## src/rtl/verinject_pkg.sv

```systemverilog
// verinject_pkg: reserved injector bus commands and scheduler FSM encoding shared across the harness
package verinject_pkg;
  localparam logic [31:0] IDLE_CMD       = 32'hFFFF_FFFF;
  localparam logic [31:0] FIFO_RESET_CMD = 32'hFFFF_FFFE;
  typedef enum logic [1:0] {ST_IDLE, ST_RUN, ST_CLEAR} state_t;
endpackage

```

## src/rtl/verinject_injection_scheduler_if.sv

```systemverilog
// verinject_injection_scheduler_if: host schedule-entry handshake (valid/ready plus cycle and injector index)
interface verinject_injection_scheduler_if;
  logic        cfg_valid;
  logic        cfg_ready;
  logic [31:0] cfg_cycle;
  logic [31:0] cfg_index;
  modport master (output cfg_valid, cfg_cycle, cfg_index, input cfg_ready);
  modport slave (input cfg_valid, cfg_cycle, cfg_index, output cfg_ready);
endinterface

```

## src/rtl/verinject_schedule_table.sv

```systemverilog
// verinject_schedule_table: DEPTH-entry (cycle,index) store with append pointer, monotonic-cycle/reserved-index checks, sticky error; ports: wr_en/wr_cycle/wr_index append, flush empties, rd_ptr selects rd_cycle/rd_index, count/full/error status
module verinject_schedule_table
  import verinject_pkg::*;
#(
  parameter int DEPTH      = 8,
  parameter int DEPTH_LOG2 = 3
) (
  input  logic                  clock,
  input  logic                  reset,
  input  logic                  wr_en,
  input  logic                  flush,
  input  logic [31:0]           wr_cycle,
  input  logic [31:0]           wr_index,
  input  logic [DEPTH_LOG2-1:0] rd_ptr,
  output logic [31:0]           rd_cycle,
  output logic [31:0]           rd_index,
  output logic [DEPTH_LOG2:0]   count,
  output logic                  full,
  output logic                  error
);
  logic [31:0] cyc_mem [DEPTH];
  logic [31:0] idx_mem [DEPTH];
  logic [31:0] last_cycle;
  logic        reject;
  // Reserved bus values can never be scheduled; cycles must strictly increase so at most one issue per cycle.
  assign reject   = wr_index >= FIFO_RESET_CMD || (count != '0 && wr_cycle <= last_cycle);
  assign full     = count == (DEPTH_LOG2+1)'(DEPTH);
  assign rd_cycle = cyc_mem[rd_ptr];
  assign rd_index = idx_mem[rd_ptr];
  always_ff @(posedge clock or posedge reset) begin
    if (reset) begin
      count      <= '0;
      error      <= 1'b0;
      last_cycle <= '0;
    end else if (flush) begin
      count <= '0;
      error <= 1'b0;
    end else if (wr_en) begin
      if (reject) error <= 1'b1;
      else begin
        count      <= count + 1'b1;
        last_cycle <= wr_cycle;
      end
    end
  end
  always_ff @(posedge clock) begin
    if (wr_en && !flush && !reject) begin
      cyc_mem[count[DEPTH_LOG2-1:0]] <= wr_cycle;
      idx_mem[count[DEPTH_LOG2-1:0]] <= wr_index;
    end
  end
endmodule

```

## src/rtl/verinject_injection_scheduler.sv

```systemverilog
// verinject_injection_scheduler: replays a loaded (cycle,index) table onto the injector bus, one cycle per entry; ports: clock/reset, cfg entry handshake, cfg_flush/start/abort/clear_req controls, verinject__injector_state bus, busy/done/cfg_error/entry_count/issued_count status
module verinject_injection_scheduler
  import verinject_pkg::*;
#(
  parameter int DEPTH      = 8,
  parameter int DEPTH_LOG2 = 3
) (
  input  logic                    clock,
  input  logic                    reset,
  verinject_injection_scheduler_if.slave cfg,
  input  logic                    cfg_flush,
  input  logic                    start,
  input  logic                    abort,
  input  logic                    clear_req,
  output logic [31:0]             verinject__injector_state,
  output logic                    busy,
  output logic                    done,
  output logic                    cfg_error,
  output logic [DEPTH_LOG2:0]     entry_count,
  output logic [DEPTH_LOG2:0]     issued_count
);
  state_t                state, state_n;
  logic [31:0]           bus_n, run_cnt, rd_cycle, rd_index;
  logic [DEPTH_LOG2:0]   rd_ptr;
  logic                  full, load, flush, launch, issue, finish;
  verinject_schedule_table #(.DEPTH(DEPTH), .DEPTH_LOG2(DEPTH_LOG2)) u_table (
    .clock    (clock),
    .reset    (reset),
    .wr_en    (load),
    .flush    (flush),
    .wr_cycle (cfg.cfg_cycle),
    .wr_index (cfg.cfg_index),
    .rd_ptr   (rd_ptr[DEPTH_LOG2-1:0]),
    .rd_cycle (rd_cycle),
    .rd_index (rd_index),
    .count    (entry_count),
    .full     (full),
    .error    (cfg_error)
  );
  assign cfg.cfg_ready = state == ST_IDLE && !full;
  assign busy          = state != ST_IDLE;
  // IDLE arbitration: flush > clear > start > load; losers are dropped.
  always_comb begin
    state_n = state;
    bus_n   = IDLE_CMD;
    load    = 1'b0;
    flush   = 1'b0;
    launch  = 1'b0;
    issue   = 1'b0;
    finish  = 1'b0;
    case (state)
      ST_IDLE:
        if (cfg_flush) flush = 1'b1;
        else if (clear_req) begin
          state_n = ST_CLEAR;
          bus_n   = FIFO_RESET_CMD;
        end else if (start) begin
          launch  = 1'b1;
          state_n = entry_count == '0 ? ST_IDLE : ST_RUN;
        end else load = cfg.cfg_valid && cfg.cfg_ready;
      // run_cnt equals C during the cycle before entry C is driven, so the registered bus shows it C+1 edges after start.
      ST_RUN:
        if (abort) state_n = ST_IDLE;
        else if (rd_ptr == entry_count) begin
          state_n = ST_IDLE;
          finish  = 1'b1;
        end else if (run_cnt == rd_cycle) begin
          bus_n = rd_index;
          issue = 1'b1;
        end
      default: state_n = ST_IDLE;
    endcase
  end
  always_ff @(posedge clock or posedge reset) begin
    if (reset) begin
      state                     <= ST_IDLE;
      verinject__injector_state <= IDLE_CMD;
      run_cnt                   <= '0;
      rd_ptr                    <= '0;
      issued_count              <= '0;
      done                      <= 1'b0;
    end else begin
      state                     <= state_n;
      verinject__injector_state <= bus_n;
      run_cnt                   <= launch ? '0 : run_cnt + 32'(state == ST_RUN);
      rd_ptr                    <= launch ? '0 : rd_ptr + (DEPTH_LOG2+1)'(issue);
      issued_count              <= launch ? '0 : issued_count + (DEPTH_LOG2+1)'(issue);
      done                      <= launch ? entry_count == '0 : done | finish;
    end
  end
endmodule

```

## src/flat_wrapper.sv

```systemverilog
// flat-port wrapper written by rule: the top's interface ports become plain ports
module verinject_injection_scheduler_flat import verinject_pkg::*;
#(
  parameter int DEPTH      = 8,
  parameter int DEPTH_LOG2 = 3
)
  (clock, reset, cfg_flush, start, abort, clear_req, verinject__injector_state, busy, done, cfg_error, entry_count, issued_count, cfg_cfg_valid, cfg_cfg_cycle, cfg_cfg_index, cfg_cfg_ready);
  verinject_injection_scheduler_if cfg_i ();
  input  logic clock;
  input  logic reset;
  input  logic cfg_flush;
  input  logic start;
  input  logic abort;
  input  logic clear_req;
  output logic [31:0] verinject__injector_state;
  output logic busy;
  output logic done;
  output logic cfg_error;
  output logic [DEPTH_LOG2:0] entry_count;
  output logic [DEPTH_LOG2:0] issued_count;
  input wire logic [$bits(cfg_i.cfg_valid)-1:0] cfg_cfg_valid;
  input wire logic [$bits(cfg_i.cfg_cycle)-1:0] cfg_cfg_cycle;
  input wire logic [$bits(cfg_i.cfg_index)-1:0] cfg_cfg_index;
  output wire logic [$bits(cfg_i.cfg_ready)-1:0] cfg_cfg_ready;
  assign cfg_i.cfg_valid = cfg_cfg_valid;
  assign cfg_i.cfg_cycle = cfg_cfg_cycle;
  assign cfg_i.cfg_index = cfg_cfg_index;
  assign cfg_cfg_ready = cfg_i.cfg_ready;
  verinject_injection_scheduler #(.DEPTH(DEPTH), .DEPTH_LOG2(DEPTH_LOG2)) u_core (.clock(clock), .reset(reset), .cfg(cfg_i), .cfg_flush(cfg_flush), .start(start), .abort(abort), .clear_req(clear_req), .verinject__injector_state(verinject__injector_state), .busy(busy), .done(done), .cfg_error(cfg_error), .entry_count(entry_count), .issued_count(issued_count));
endmodule
```

## config.mk

```make
export PLATFORM = sky130hd
export DESIGN_NAME = verinject_injection_scheduler_flat
export DESIGN_NICKNAME = d
export VERILOG_FILES = /design/src/rtl/verinject_pkg.sv /design/src/rtl/verinject_injection_scheduler_if.sv /design/src/rtl/verinject_schedule_table.sv /design/src/rtl/verinject_injection_scheduler.sv /design/src/flat_wrapper.sv
export SDC_FILE = /design/constraint.sdc
export NUM_CORES = 1
export LEC_CHECK = 0
export CORE_UTILIZATION = 60
export CTS_CLUSTER_DIAMETER = 100
export DETAILED_ROUTE_END_ITERATION = 8
export MAX_ROUTING_LAYER = met4
export PLACE_DENSITY = 0.87
export SETUP_SLACK_MARGIN = 0.5
export SLEW_MARGIN = 20
export SYNTH_ARGS = -nofsm -noshare
export SYNTH_HDL_FRONTEND = slang
export SYNTH_SLANG_ARGS = --single-unit
export TNS_END_PERCENT = 5
```

## constraint.sdc

```tcl
create_clock -name clock -period 11 [get_ports clock]
set_input_delay 2.2 -clock clock [delete_from_list [all_inputs] [get_ports clock]]
set_output_delay 2.2 -clock clock [all_outputs]
set_load 0.05 [all_outputs]
```

==> flow_metrics.tcl <==
set metrics [dict create \
    internal-power_mw 3.848 \
    htree_levels 2 \
    grt_max_degree 78 \
    postRouteAntennaNets 0 \
    cpMostUsedCell "buf_4" \
    yosysWarningCount 0 \
    crit_path_cell_trace "clkdlybuf4s50_1 > ha_1 > nand4_1 > or4_1 > nor3_1 > a211oi_1 > or3_2 > buf_4 > nor2_4 > buf_4" \
    critical_path_required_ps 11210 \
    finalMaxSlewViolations 0 \
    pwr-share-clk 0.406 \
    setup_violations 0 \
    cp.arrival_ps 6970 \
    seq_power_share 0.541 \
    num_io_pins 115 \
    overflow 0 \
    area_growth_pct 14.59 \
    multi_input_area_sq_um 6369 \
    drt_pass1_iterations 5 \
    fin_skew_ps 25.00 \
    cts_resized 0 \
    cts.clk_slew.worst_paths_ps 60 \
    rsz0062_at_grt "false" \
    end_kind "flip-flop" \
    vdd.ir_drop.worst_mv 0.1112 \
    ff_latch_area_sq_um 18230 \
    cts_sinks 624 \
    switching_share 0.2089 \
    wl_per_cell_microns 27.65 \
    postSynthAreaPerCell_sq_um 19.35 \
    max_stage_delay_ps 870 \
    drv_cap 0 \
    first_global_vias 13320 \
    track_usage 0.2737 \
    via_count 12820 \
    dpl_cell_area_sq_um 26740 \
    insertion_delay_ps 600 \
    fillers 2337 \
    p_leak_nw 9.456 \
    io_buffers 114 \
    cp-start-kind "primary input" \
    crit_fanout 43 \
    tightest_slew_ps 1106 \
    cts_tree "built" \
    die_x_microns 206.1 \
    setup_tns_ps 0 \
    period_minus_slack_ps 6760 \
    period_share 0.6145 \
    status "finished, final reports clean" \
    numCtsBuffers 57 \
    powerDensity_nw_per_um2 169.9 \
    slew_headroom 0.2626 \
    clock-root-buffer "clkbuf_16" \
    cts.path.max_buffers 3 \
    die_area_sq_um 42460 \
    syn_area_sq_um 24990 \
    slowest_stage "nor2_4" \
    route.detailed.drc 0 \
    synth_cell_type_count 46 \
    dpl.hpwl_mm 30.18 \
    place_congestion 0.8525 \
    ctsHoldBuffers 0 \
    std_cell_rows 74 \
    synth_enable_flop_cells 512 \
    wirelength_mm 55.72 \
    initial_core_util 0.6105 \
    async_reset_ff_frac 0.1795 \
    synth_seq_area_share 0.7291 \
    hold_viol 0 \
    layout.nets 1542 \
    syn_nets 1402 \
    hold_class "flip-flop to flip-flop" \
    final_layout_size_suffix_gt1_frac 0.2319 \
    path_class "primary input to flip-flop" \
    design_area_sq_um 28630 \
    postCtsSetupRepairBufs 0 \
    synth_ff_type "edfxtp_1" \
    netlist_instances 1291 \
    coreArea_sq_um 40920 \
    combPwrFrac 0.053 \
    fmax_mhz 147.9 \
    grt_pass1_wl_mm 81.39 \
    dr.first_iter.drc_count 1267 \
    antenna_found_initial 4 \
    power_switching_mw 1.016 \
    viasPerCell 6.363 \
    fp.dieH_microns 206.1 \
    synth_seq_cells 624 \
]
==> Yosys cell counts (all sizes together) (20+ instances only) <==
cell type,number,share of area
buf,33,0.0084
clkbuf,22,0.0033
dfrtp,80,0.080
dfstp,32,0.034
edfxtp,512,0.62
ha,40,0.020
inv,44,0.0066
mux2,33,0.015
mux2i,72,0.029
mux4,126,0.11
nand2,49,0.010
nand4,22,0.0055
nor2,38,0.0057
nor4,20,0.0059
xnor2,42,0.015
xor2,21,0.0074
==> metal layers <==
layer / wire [microns] / global-route usage / up-vias / part of all wire
li1: - / - / 5379 / -
met1: 21150 / 0.3562 / 6667 / 0.38
met2: 28240 / 0.4389 / 666 / 0.51
met3: 4570 / 0.04588 / 109 / 0.082
met4: 1754 / 0.1027 / 0 / 0.031
met5: 0 / - / - / 0
==> worst max-delay path: cells and delay by family <==
family / cells / cell delay, ps
adder cells (fa/ha/maj): 1 / 390
AND/OR/NAND/NOR: 5 / 2550
buffers and inverters: 3 / 1560
AO/OA/AOI/OAI: 1 / 210
==> final cells by class <==
type                       instances  area share
antenna                            4   0.0003496
clock buffer                      78     0.05581
clock inverter                    29    0.009833
inverter                          44    0.005856
multi-input combinational        568      0.2224
sequential                       624      0.6367
tap                              532     0.02325
timing repair buffer             136     0.04576
==> flip-flops by register name, indices dropped and copies added, names as in the netlist <==
register                          cells
u_core.verinject__injector_state     32
u_core.u_table.last_cycle            32
u_core.issued_count                   4
u_core.u_table.cyc_mem              256
u_core.done                           1
u_core.u_table.error                  1
u_core.run_cnt                       32
u_core.state                          2
u_core.u_table.idx_mem              256
u_core.rd_ptr                         4
u_core.u_table.count                  4
==> path summary, 6_finish.rpt <==
check                                                          startpoint                                        end  slack, ps  cells past startpoint
worst max-delay path                                    cfg_cfg_cycle[22]    u_core.u_table.cyc_mem[7][20]$_DFFE_PP_       4240                     10
worst min-delay path            u_core.u_table.last_cycle[25]$_DFFE_PP0P_  u_core.u_table.last_cycle[25]$_DFFE_PP0P_        510                      1
worst max register to register                 u_core.rd_ptr[0]$_DFF_PP0_                 u_core.rd_ptr[1]$_DFF_PP0_       5610                     11
worst min register to register  u_core.u_table.last_cycle[25]$_DFFE_PP0P_  u_core.u_table.last_cycle[25]$_DFFE_PP0P_        510                      1
max in group asynchronous                                           reset                 u_core.rd_ptr[2]$_DFF_PP0_       7840                      3
min in group asynchronous                                           reset           u_core.issued_count[2]$_DFF_PP0_       2000                      2
==> cells by family after synthesis <==
group	count (synthesis)	share of synthesized area
compound gates	52	0.01267
xor+xnor	63	0.02208
fa+ha+maj	40	0.02003
buf+inv	99	0.01833
flops	624	0.7291
mux	231	0.1577
simple gates	182	0.04001
==> through the flow <==
stage	cells	hold WS (ps)	total power [mW]	util	worst slack [ps]
6_report	2015	508.0	4.864	0.6996	4240
5_1_grt	2015	516.5	4.991	0.6996	4046
4_1_cts	2011	506.7	4.878	0.6992	4239
3_5_place_dp	1904	493.6	2.920	0.6533	3666
3_3_place_gp	1904	487.4	2.898	0.6533	3731
2_1_floorplan	1291	479.4	2.808	-	81.90
==> layout by cell type, fill, tap and decap left out, drive strengths merged, types with 3 or more instances in the layout <==
master and instances:
a21o 12, a21oi 19, and3 3, buf 22, bufinv 5, clkbuf 78
clkdlybuf4s50 114, clkinv 19, clkinvlp 3, dfrtp 80, dfstp 32, diode 4
edfxtp 512, ha 40, inv 46, mux2 33, mux2i 72, mux4 126
nand2 49, nand3 15, nand4 22, nor2 38, nor2b 10, nor3 6
nor4 20, o21ai 12, or3 9, xnor2 42, xor2 21
==> power by group through the flow <==
stage	Sequential, mW	Clock (mW)	Combinational [mW]
after CTS	2.63	1.99	0.258
final	2.63	1.97	0.259
after detailed placement	2.68	0	0.243
after floorplan	2.67	0	0.135
after global routing	2.63	2.07	0.283
after global placement	2.67	0	0.226
Note: power is estimated with default switching activity, not from simulation.
